`config.mk`:
```
export PLATFORM = sky130hd
export DESIGN_NAME = jh_interleaved_fifo_ctrl_flat
export DESIGN_NICKNAME = d
export VERILOG_FILES = /design/src/rtl/jh_fifo_pkg.sv /design/src/rtl/jh_interleaved_fifo_ctrl_if.sv /design/src/rtl/jh_fifo_obuf.sv /design/src/rtl/jh_interleaved_fifo_ctrl.sv /design/src/flat_wrapper.sv
export SDC_FILE = /design/constraint.sdc
export NUM_CORES = 1
export LEC_CHECK = 0
export ABC_AREA = 1
export CORE_ASPECT_RATIO = 0.9
export CORE_MARGIN = 1
export CORE_UTILIZATION = 47
export DETAILED_ROUTE_END_ITERATION = 10
export MAX_ROUTING_LAYER = met4
export PLACE_DENSITY = 0.77
export SYNTH_ARGS = -nofsm -noshare
export SYNTH_HDL_FRONTEND = slang
export SYNTH_HIERARCHICAL = 1
export SYNTH_SLANG_ARGS = --single-unit
```
`constraint.sdc`:
```
create_clock -name clk -period 2.45 [get_ports clk]
set_input_delay 0.6125 -clock clk [delete_from_list [all_inputs] [get_ports clk]]
set_output_delay 0.6125 -clock clk [all_outputs]
set_load 0.02 [all_outputs]
```
`src/rtl/jh_fifo_pkg.sv`:
```
// Shared types for the interleaved two-bank FIFO controller.
// Holds the output-buffer depth, the bank selector and the read tag.
package jh_fifo_pkg;

    localparam int OBUF_DEPTH = 4;
    localparam int OBUF_CW    = $clog2(OBUF_DEPTH) + 1;

    typedef enum logic {
        BANK0 = 1'b0,
        BANK1 = 1'b1
    } bank_sel_t;

    typedef struct packed {
        logic      valid;
        bank_sel_t bank;
    } rd_tag_t;

endpackage

```
`src/rtl/jh_interleaved_fifo_ctrl_if.sv`:
```
// Push/pop handshake bundle of the interleaved FIFO.
// The slave side is the FIFO; the master side is its user.
interface jh_interleaved_fifo_ctrl_if #(
    parameter int DATA_WIDTH = 8,
    parameter int DEPTH      = 256
);
    localparam int CW = $clog2(DEPTH) + 1;

    logic                  wr_valid;
    logic                  wr_ready;
    logic [DATA_WIDTH-1:0] wr_data;
    logic                  rd_valid;
    logic                  rd_ready;
    logic [DATA_WIDTH-1:0] rd_data;
    logic [CW-1:0]         count;

    modport master (
        output wr_valid,
        output wr_data,
        output rd_ready,
        input  wr_ready,
        input  rd_valid,
        input  rd_data,
        input  count
    );

    modport slave (
        input  wr_valid,
        input  wr_data,
        input  rd_ready,
        output wr_ready,
        output rd_valid,
        output rd_data,
        output count
    );

endinterface

```
`src/rtl/jh_fifo_obuf.sv`:
```
// Small register FIFO holding prefetched words ahead of the pop port.
// First-word-fall-through: the head is always visible on pop_data_o.
module jh_fifo_obuf
    import jh_fifo_pkg::*;
#(
    parameter int DATA_WIDTH = 8
) (
    input  logic                  clk,
    input  logic                  rst_n,
    input  logic                  push_i,
    input  logic [DATA_WIDTH-1:0] push_data_i,
    input  logic                  pop_ready_i,
    output logic                  pop_valid_o,
    output logic [DATA_WIDTH-1:0] pop_data_o,
    output logic [OBUF_CW-1:0]    count_o
);

    localparam int PW = $clog2(OBUF_DEPTH);

    logic [DATA_WIDTH-1:0] mem_q [OBUF_DEPTH];
    logic [PW-1:0]         head_q, head_d;
    logic [PW-1:0]         tail_q, tail_d;
    logic [OBUF_CW-1:0]    cnt_q, cnt_d;
    logic                  full;
    logic                  pop;
    logic                  push_ok;

    assign full        = (cnt_q == OBUF_CW'(OBUF_DEPTH));
    assign pop_valid_o = (cnt_q != '0);
    assign pop         = pop_valid_o & pop_ready_i;
    assign push_ok     = push_i & (~full | pop);
    assign pop_data_o  = mem_q[head_q];
    assign count_o     = cnt_q;

    always_comb begin
        head_d = head_q + PW'(pop);
        tail_d = tail_q + PW'(push_ok);
        cnt_d  = cnt_q + OBUF_CW'(push_ok) - OBUF_CW'(pop);
    end

    always_ff @(posedge clk or negedge rst_n) begin
        if (!rst_n) begin
            head_q <= '0;
            tail_q <= '0;
            cnt_q  <= '0;
            for (int i = 0; i < OBUF_DEPTH; i++) begin
                mem_q[i] <= '0;
            end
        end else begin
            head_q <= head_d;
            tail_q <= tail_d;
            cnt_q  <= cnt_d;
            if (push_ok) begin
                mem_q[tail_q] <= push_data_i;
            end
        end
    end

endmodule

```
`src/rtl/jh_interleaved_fifo_ctrl.sv`:
```
// FIFO control over two single-port RAM banks holding even/odd entries.
// Reads are prefetched into a small output buffer so push and pop overlap.
module jh_interleaved_fifo_ctrl #(
    parameter int DATA_WIDTH = 8,
    parameter int DEPTH      = 256
) (
    input  logic                      clk,
    input  logic                      rst_n,
    jh_interleaved_fifo_ctrl_if.slave fifo,
    output logic [$clog2(DEPTH)-2:0]  bank0_addr,
    output logic [$clog2(DEPTH)-2:0]  bank1_addr,
    output logic [DATA_WIDTH-1:0]     bank0_din,
    output logic [DATA_WIDTH-1:0]     bank1_din,
    output logic                      bank0_wr_en,
    output logic                      bank1_wr_en,
    input  logic [DATA_WIDTH-1:0]     bank0_dout,
    input  logic [DATA_WIDTH-1:0]     bank1_dout
);
    import jh_fifo_pkg::*;

    localparam int PW = $clog2(DEPTH);
    localparam int CW = PW + 1;

    logic [PW-1:0]         wr_ptr_q, wr_ptr_d;
    logic [PW-1:0]         rd_ptr_q, rd_ptr_d;
    logic [CW-1:0]         count_q, count_d;
    rd_tag_t               tag_q, tag_d;
    logic [OBUF_CW-1:0]    ob_count;
    logic                  ob_valid;
    logic [DATA_WIDTH-1:0] ob_data;
    logic [DATA_WIDTH-1:0] cap_data;
    logic                  push;
    logic                  pop;
    logic                  issue;
    logic                  room;
    logic                  conflict;
    bank_sel_t             wr_bank;
    bank_sel_t             rd_bank;

    assign wr_bank = bank_sel_t'(wr_ptr_q[0]);
    assign rd_bank = bank_sel_t'(rd_ptr_q[0]);

    assign fifo.wr_ready = rst_n & (count_q < CW'(DEPTH));
    assign fifo.rd_valid = ob_valid;
    assign fifo.rd_data  = ob_data;
    assign fifo.count    = count_q;

    assign push = fifo.wr_valid & fifo.wr_ready;
    assign pop  = ob_valid & fifo.rd_ready;

    // A write owns its bank for the cycle; a clashing read waits one cycle.
    assign conflict = push & (wr_bank == rd_bank);
    assign room     = (ob_count + OBUF_CW'(tag_q.valid)) < OBUF_CW'(OBUF_DEPTH);
    assign issue    = rst_n & (wr_ptr_q != rd_ptr_q) & ~conflict & room;

    assign cap_data = (tag_q.bank == BANK1) ? bank1_dout : bank0_dout;

    always_comb begin
        bank0_wr_en = 1'b0;
        bank0_addr  = '0;
        bank0_din   = '0;
        bank1_wr_en = 1'b0;
        bank1_addr  = '0;
        bank1_din   = '0;
        if (issue) begin
            if (rd_bank == BANK0) begin
                bank0_addr = rd_ptr_q[PW-1:1];
            end else begin
                bank1_addr = rd_ptr_q[PW-1:1];
            end
        end
        if (push) begin
            if (wr_bank == BANK0) begin
                bank0_wr_en = 1'b1;
                bank0_addr  = wr_ptr_q[PW-1:1];
                bank0_din   = fifo.wr_data;
            end else begin
                bank1_wr_en = 1'b1;
                bank1_addr  = wr_ptr_q[PW-1:1];
                bank1_din   = fifo.wr_data;
            end
        end
    end

    always_comb begin
        wr_ptr_d   = wr_ptr_q + PW'(push);
        rd_ptr_d   = rd_ptr_q + PW'(issue);
        count_d    = count_q + CW'(push) - CW'(pop);
        tag_d      = '0;
        tag_d.valid = issue;
        tag_d.bank  = rd_bank;
    end

    always_ff @(posedge clk or negedge rst_n) begin
        if (!rst_n) begin
            wr_ptr_q <= '0;
            rd_ptr_q <= '0;
            count_q  <= '0;
            tag_q    <= '0;
        end else begin
            wr_ptr_q <= wr_ptr_d;
            rd_ptr_q <= rd_ptr_d;
            count_q  <= count_d;
            tag_q    <= tag_d;
        end
    end

    // Bank dout is registered, so the tagged read lands one cycle after issue.
    jh_fifo_obuf #(
        .DATA_WIDTH (DATA_WIDTH)
    ) u_obuf (
        .clk         (clk),
        .rst_n       (rst_n),
        .push_i      (tag_q.valid),
        .push_data_i (cap_data),
        .pop_ready_i (fifo.rd_ready),
        .pop_valid_o (ob_valid),
        .pop_data_o  (ob_data),
        .count_o     (ob_count)
    );

endmodule

```
`src/flat_wrapper.sv`:
```
// flat-port wrapper written by rule: the top's interface ports become plain ports
module jh_interleaved_fifo_ctrl_flat import jh_fifo_pkg::*;
#(
    parameter int DATA_WIDTH = 8,
    parameter int DEPTH      = 256
)
  (clk, rst_n, bank0_addr, bank1_addr, bank0_din, bank1_din, bank0_wr_en, bank1_wr_en, bank0_dout, bank1_dout, fifo_wr_valid, fifo_wr_data, fifo_rd_ready, fifo_wr_ready, fifo_rd_valid, fifo_rd_data, fifo_count);
  jh_interleaved_fifo_ctrl_if #(.DATA_WIDTH(DATA_WIDTH), .DEPTH(DEPTH)) fifo_i ();
  input  logic clk;
  input  logic rst_n;
  output logic [$clog2(DEPTH)-2:0] bank0_addr;
  output logic [$clog2(DEPTH)-2:0] bank1_addr;
  output logic [DATA_WIDTH-1:0] bank0_din;
  output logic [DATA_WIDTH-1:0] bank1_din;
  output logic bank0_wr_en;
  output logic bank1_wr_en;
  input  logic [DATA_WIDTH-1:0] bank0_dout;
  input  logic [DATA_WIDTH-1:0] bank1_dout;
  input wire logic [$bits(fifo_i.wr_valid)-1:0] fifo_wr_valid;
  input wire logic [$bits(fifo_i.wr_data)-1:0] fifo_wr_data;
  input wire logic [$bits(fifo_i.rd_ready)-1:0] fifo_rd_ready;
  output wire logic [$bits(fifo_i.wr_ready)-1:0] fifo_wr_ready;
  output wire logic [$bits(fifo_i.rd_valid)-1:0] fifo_rd_valid;
  output wire logic [$bits(fifo_i.rd_data)-1:0] fifo_rd_data;
  output wire logic [$bits(fifo_i.count)-1:0] fifo_count;
  assign fifo_i.wr_valid = fifo_wr_valid;
  assign fifo_i.wr_data = fifo_wr_data;
  assign fifo_i.rd_ready = fifo_rd_ready;
  assign fifo_wr_ready = fifo_i.wr_ready;
  assign fifo_rd_valid = fifo_i.rd_valid;
  assign fifo_rd_data = fifo_i.rd_data;
  assign fifo_count = fifo_i.count;
  jh_interleaved_fifo_ctrl #(.DATA_WIDTH(DATA_WIDTH), .DEPTH(DEPTH)) u_core (.clk(clk), .rst_n(rst_n), .fifo(fifo_i), .bank0_addr(bank0_addr), .bank1_addr(bank1_addr), .bank0_din(bank0_din), .bank1_din(bank1_din), .bank0_wr_en(bank0_wr_en), .bank1_wr_en(bank1_wr_en), .bank0_dout(bank0_dout), .bank1_dout(bank1_dout));
endmodule
```
After elaboration in Yosys (flattened, before gate mapping)
Cells that the tools add are included.
{ "classes": {"magnitude_cmp": 5, "n_eq_ne": 3, "mux": 23, "n_reduce_logical": 2, "bitwise": 13, "add_sub_neg": 9} }
{ "op_table": {"columns": ["operator", "count"], "rows": [
  ["2-to-1 mux 8 bit", 8],
  ["2-to-1 mux 7 bit", 8],
  ["bitwise mux 32 bit", 1],
  ["adder 8 x 1 -> 8 bit", 2],
  ["binary-select mux 8 bit (select 2 bit)", 1],
  ["demux 8 bit (select 2 bit)", 1],
  ["adder 9 x 1 -> 9 bit", 1],
  ["< comparator 9 bit (second input constant)", 1],
  ["subtractor 9 x 1 -> 9 bit", 1],
  ["bitwise AND 1 bit", 8],
  ["inequality test 8 bit", 1],
  ["adder 3 x 1 -> 3 bit", 2],
  [">= comparator 3 bit (second input constant)", 2],
  ["NOT 2 -> 3 bit", 2],
  ["adder 2 x 1 -> 2 bit", 2],
  ["2-to-1 mux 1 bit", 4],
  ["== test 3 bit (second input constant)", 1],
  ["< comparator 3 x 1 -> 1 bit (second input constant)", 1],
  ["< comparator 3 bit (second input constant)", 1],
  ["nonzero test 3 bit", 1],
  ["subtractor 3 x 1 -> 3 bit", 1],
  ["NOT 1 bit", 2],
  ["== test 1 bit", 1],
  ["logical AND 1 bit", 1],
  ["bitwise OR 1 bit", 1]
]} }
{ "totals": {"register_bits": 66, "in_bits": 28, "wordCells": 67} }

Longest topological paths before layout
Gate-level depths: netlist (run 1).
{ "logic_depth": {"depth_word": 10, "mapped_depth": 15, "depth_no_buf": 15} }

By module
Netlist (run 1), hierarchy kept.
{ "modules_own_cells": {"columns": ["mod", "n_inst", "seq_area_each_um2", "cells_per_inst", "area_per_inst_um2"], "rows": [
  ["jh_interleaved_fifo_ctrl", 1, 675.6, 267, 1993.2],
  ["jh_fifo_obuf", 1, 975.9, 219, 1960.6]
]} }

Worst setup path before layout (run 1)
OpenSTA, ideal clock, no wires.
{ "synth_timing": {"path_type": "input to register", "start": "in rst_n", "end": "reg u_core.count_q[8] (netlist: u_core/fifo.count[8])", "path_buffers": 0, "t_arrival_ns": 2.418, "path_stages": 14, "setup_ns": 0.117, "setup_slack_ns": -0.084, "path_cell_list": "inv_1 nor3b_2 inv_1 ha_1 inv_1 ha_1 fa_1 nand3_1 nand2_1 nand3_1 or2_2 nand2_1 nand2_1 nand2_1"} }
{ "synth_between": {"elab_chain_cells": 4} }
{ "synth_lines": {"columns": ["item", "line", "text"], "rows": [
  ["from (decl)", "flat_wrapper.sv:10", "input logic rst_n;"],
  ["bitwise AND 1 bit", "jh_interleaved_fifo_ctrl.sv:43", "assign fifo.wr_ready = rst_n & (count_q < CW'(DEPTH));"],
  ["bitwise AND 1 bit", "jh_interleaved_fifo_ctrl.sv:48", "assign push = fifo.wr_valid & fifo.wr_ready;"],
  ["adder 9 x 1 -> 9 bit", "jh_interleaved_fifo_ctrl.sv:88", "count_d = count_q + CW'(push) - CW'(pop);"],
  ["subtractor 9 x 1 -> 9 bit", "jh_interleaved_fifo_ctrl.sv:88", null],
  ["net u_core.count_d[8]", "jh_interleaved_fifo_ctrl.sv:26", "logic [CW-1:0] count_q, count_d;"],
  ["to (signal assigned)", "jh_interleaved_fifo_ctrl.sv:103", "count_q <= count_d;"],
  ["to (decl)", "jh_interleaved_fifo_ctrl.sv:26", null]
]} }
The timed path passes the listed nets, and every way through them passes these cells.
A chain may end at the register's enable or synchronous reset.

Worst setup path in the final report (run 1)
{ "layout_timing": {"start": "reg u_core.rd_ptr_q[6]", "end": "out bank1_addr[2]"} }
{ "layout_between": {"elab_chain_cells": 7} }
{ "layout_lines": {"columns": ["item", "line", "text"], "rows": [
  ["from (decl)", "jh_interleaved_fifo_ctrl.sv:25", "logic [PW-1:0] rd_ptr_q, rd_ptr_d;"],
  ["from (signal assigned)", "jh_interleaved_fifo_ctrl.sv:102", "rd_ptr_q <= rd_ptr_d;"],
  ["inequality test 8 bit *", "jh_interleaved_fifo_ctrl.sv:54", "assign issue = rst_n & (wr_ptr_q != rd_ptr_q) & ~conflict & room;"],
  ["bitwise AND 1 bit * (3 in a row)", "jh_interleaved_fifo_ctrl.sv:54", null],
  ["2-to-1 mux 7 bit *", "jh_interleaved_fifo_ctrl.sv:65", "if (issue) begin"],
  ["2-to-1 mux 7 bit", "jh_interleaved_fifo_ctrl.sv:73", "if (wr_bank == BANK0) begin"],
  ["2-to-1 mux 7 bit *", "jh_interleaved_fifo_ctrl.sv:72", "if (push) begin"],
  ["to (decl)", "flat_wrapper.sv:12", "output logic [$clog2(DEPTH)-2:0] bank1_addr;"]
]} }
Every way passes the cells marked *; elsewhere a longest branch is shown, timed or not.

==> results of run 1 <==
==> through the flow <==
step	TNS, ns	hold WS [ns]	setup slack, ns	power [mW]	instance area, um2
after floorplan	0	0.3169	0.01141	4.798	3986
after global placement	-20.50	0.4488	-0.5801	6.337	5114
after detailed placement	-21.01	0.4566	-0.6025	6.505	5114
after CTS	-0.04481	0.4712	-0.01556	7.392	5331
after global routing	-0.9113	0.5003	-0.08531	8.194	5472
final	0	0.4739	0.03716	7.609	5472
==> registers in the layout (all words and copies together) (netlist names) <==
signal / cells
u_core/u_obuf/count_o: 3
u_core/u_obuf/tail_q: 2
u_core/u_obuf/head_q: 2
u_core/u_obuf/mem_q: 32
u_core/tag_q: 2
u_core/rd_ptr_q: 8
u_core/fifo.count: 9
u_core/wr_ptr_q: 8
==> kinds of logic (layout without fill, tap and decap cells) <==
logic type               count (synthesis)  in the layout
adder cells (fa/ha/maj)                 20             20
multiplexers                             8              8
buffers and inverters                   73            206
XOR/XNOR                                25             25
AO/OA/AOI/OAI                           33             33
flip-flops                              66             66
AND/OR/NAND/NOR                        261            262
==> how the worst max path moves through the flow <==
stage / cells past startpoint / end / slack (ns) / startpoint
after floorplan: 14 / u_core/fifo.count[8] / 0.01 / rst_n
after global placement: 7 / bank1_din[4] / -0.58 / fifo_wr_valid
after detailed placement: 7 / bank0_din[6] / -0.60 / fifo_wr_valid
after CTS: 10 / bank1_addr[2] / -0.02 / u_core/rd_ptr_q[4]
after global routing: 10 / bank1_addr[2] / -0.09 / u_core/rd_ptr_q[6]
final: 10 / bank1_addr[2] / 0.04 / u_core/rd_ptr_q[6]
==> layout make-up <==
type / instances / share of cell area
Clock buffer: 11 / 0.02401
Timing Repair Buffer: 133 / 0.2067
Tap cell: 99 / 0.02264
Multi-Input combinational cell: 348 / 0.3981
Inverter: 57 / 0.04048
Clock inverter: 5 / 0.005717
Sequential cell: 66 / 0.3023
==> cells in the mapped netlist (4+ instances only) <==
cell type / number / area (um2)
sky130_fd_sc_hd__a21oi_1: 4 / 20.02
sky130_fd_sc_hd__buf_2: 7 / 35.03
sky130_fd_sc_hd__buf_4: 5 / 37.54
sky130_fd_sc_hd__dfrtp_1: 66 / 1652
sky130_fd_sc_hd__ha_1: 18 / 225.2
sky130_fd_sc_hd__inv_1: 47 / 176.4
sky130_fd_sc_hd__inv_2: 10 / 37.54
sky130_fd_sc_hd__mux2_2: 8 / 90.09
sky130_fd_sc_hd__nand2_1: 136 / 510.5
sky130_fd_sc_hd__nand3_1: 25 / 125.1
sky130_fd_sc_hd__nand4_1: 34 / 212.7
sky130_fd_sc_hd__nor2_1: 47 / 176.4
sky130_fd_sc_hd__nor2_4: 4 / 45.04
sky130_fd_sc_hd__o21ai_0: 12 / 60.06
sky130_fd_sc_hd__o21ai_1: 4 / 20.02
sky130_fd_sc_hd__o22ai_1: 8 / 50.05
sky130_fd_sc_hd__xnor2_1: 5 / 43.79
sky130_fd_sc_hd__xor2_1: 20 / 175.2
==> metal layers <==
metal,part of all wire,vias to the layer above,GRT usage
met5,0,-,-
met4,0.013,0,0.07327
met3,0.051,16,0.06177
met2,0.51,119,0.4225
met1,0.43,1799,0.3167
li1,-,1839,-
==> power breakdown <==
part           switching [mW]  internal [mW]
clock network           0.429          0.364
registers               0.482           1.63
logic                    2.70           2.01
==> what timing repair did <==
action / 4_1_cts / 5_1_grt
cloned: 1 / 0
pin swaps: 9 / 16
hold endpoints to repair: 0 / 0
gates resized for setup: 180 / 32
buffers inserted: 5 / 7
endpoints found under the setup margin: 43 / 21
==> worst min-delay path, delay by kind of cell, from the launching register on <==
kind          cells  cell delay (ns)
simple gates      2             0.11
flops             1             0.34
==> results.toml, run 1 <==
[cells_and_area]
insertedDiodeCount = 0
layout-drive-gt1-share = 0.2935
fill_cells = 659
layoutNonFillerInstCount = 719
layout_common_cells = "120 x sky130_fd_sc_hd__nand2_1, 64 x sky130_fd_sc_hd__dfrtp_1, 56 x sky130_fd_sc_hd__buf_4"
nNetsFinal = 663
ff_latch_area_um2 = 1654
utilization = 0.6750
multi_input_area_um2 = 2178
most_common_library_cell_in_the_layout_ignoring_fill_and_taps = "sky130_fd_sc_hd__nand2_1"
flow.area_growth_from_synthesis_pct = 38.39

[routing]
wl_per_cell_um = 14.86
drtIter0Drc = 258
routed-via-count = 3773
viasPerCell = 5.248
drt_pre_antenna_iters = 5
drt_drc_violations_left = 0
drt_wl_total_mm = 10.69
detail-route-antenna-nets = 0

[synthesis]
sequential_to_total_area_share_from_yosys_stat = 0.4177
synth_enable_flop_cells = 0
synth-adder-area-share = 0.06709
yosys_most_used_dff = "sky130_fd_sc_hd__dfrtp_1"
ys_ff_latch = 66
netlist_area_um2 = 3954
synth_async_sr_flop_share = 1.000
synth_xor_xnor_area_share = 0.05538
synth.net_count = 534
synth-simple-area-share = 0.3104
synthMuxAreaShare = 0.02278
syn-instance-count = 486
yosysUniqueCellTypes = 34
main_combinational_cell_family_by_area_after_synthesis = "simple AND/OR/NAND/NOR gates"
synth.avg_cell_area_um2 = 8.135
ys.warnings.count = 6
synth_compound_area_frac = 0.04842

[worst_setup_path]
timing.critical_path.to_type = "primary output"
critPathKind = "register to primary output"
cp_num_buf_inv = 2
critical_path.reg2reg.startpoint = "u_core/u_obuf/count_o[1]"
worst_r2r_path_cells = 10
worstReg2RegEnd = "u_core/rd_ptr_q[6]"
critical-path-max-stage-delay_ns = 0.43
critical_path.cell_chain = "inv_2 > nand2_1 > nand2_2 > nor2_4 > nand2_2 > o21bai_4 > nand2_4 > nand3_2 > nand2_2 > buf_6"
timing.reg2reg.setup_slack_ns = 0.10
cp_data_required_time_ns = 1.84
cp-start-kind = "register"
timing.critical_path.mode_cell = "sky130_fd_sc_hd__nand2_2"
slowest_cell_on_crit_path = "sky130_fd_sc_hd__dfrtp_1"
path_max_fanout = 7
critPathTopFamily = "simple AND/OR/NAND/NOR gates"
critical_path_arrival_ns = 1.80

[worst_hold_path]
hold_class = "register to register"
worstHoldPathCells = 2
hold_path.startpoint = "u_core/u_obuf/mem_q[8]"
worst_hold_path.endpoint = "u_core/u_obuf/mem_q[8]"

[clocking]
numCtsBuffers = 9
cts_max_path_buffers = 2
clock-sinks = 66
clk_pin_slew_ns = 0.07
holdBufCountCts = 0
cts_root_buffer = "sky130_fd_sc_hd__clkbuf_8"
clock_latency_ns = 0.35
cts_tree = "done"
cts.htree.levels = 3

[placed_design]
numPortBuffers = 78
dpl.cell_count = 690
dp_hpwl_mm = 7.389
globalplace.congestion = 0.8063

[floorplanning]
floorplan.die.height_um = 89.01
die-width_um = 98.68
dieArea_um2 = 8784
core.rowCount = 31
boundaryPins = 79
initial_util = 0.4877
placeableCoreArea_um2 = 8107

[grt]
globalRouteOverflowTotal = 0
grt_first_pass_wirelength_mm = 16.72
first_global_vias = 3473
grt_antenna_before_repair = 0
grtUsageTotal = 0.2558
grt_start_max_net_pins = 67

[job]
cap_violations = 0

[timing]
fmaxAchievable_mhz = 414.5
setup_violations = 0
timing.slew.headroom = 0.4450
report.final.hold_viol_count = 0
period_needed_ns = 2.413
maxSlewViolCount = 0
timing.clock.skew_ns = 0.01811
rsz_0062_raised_after_global_routing = "true"
max_slew.worst_pin.slew_ns = 0.8325
period_utilization = 0.9848

[power_and_ir_drop]
total_leakage_power_nw = 2.875
peakVddDrop_uv = 729.6
power_per_cell_area_nw_per_um2 = 1391

[outcome]
run_status = "finished clean"
Power figures use the tool's default switching activity.
==> run 2, diff against run 1 <==
Settings changed: CTS_CLUSTER_DIAMETER from default to 50.
==> results of run 2 <==
Final layout, timing and power as in run 1 (identical DEF).
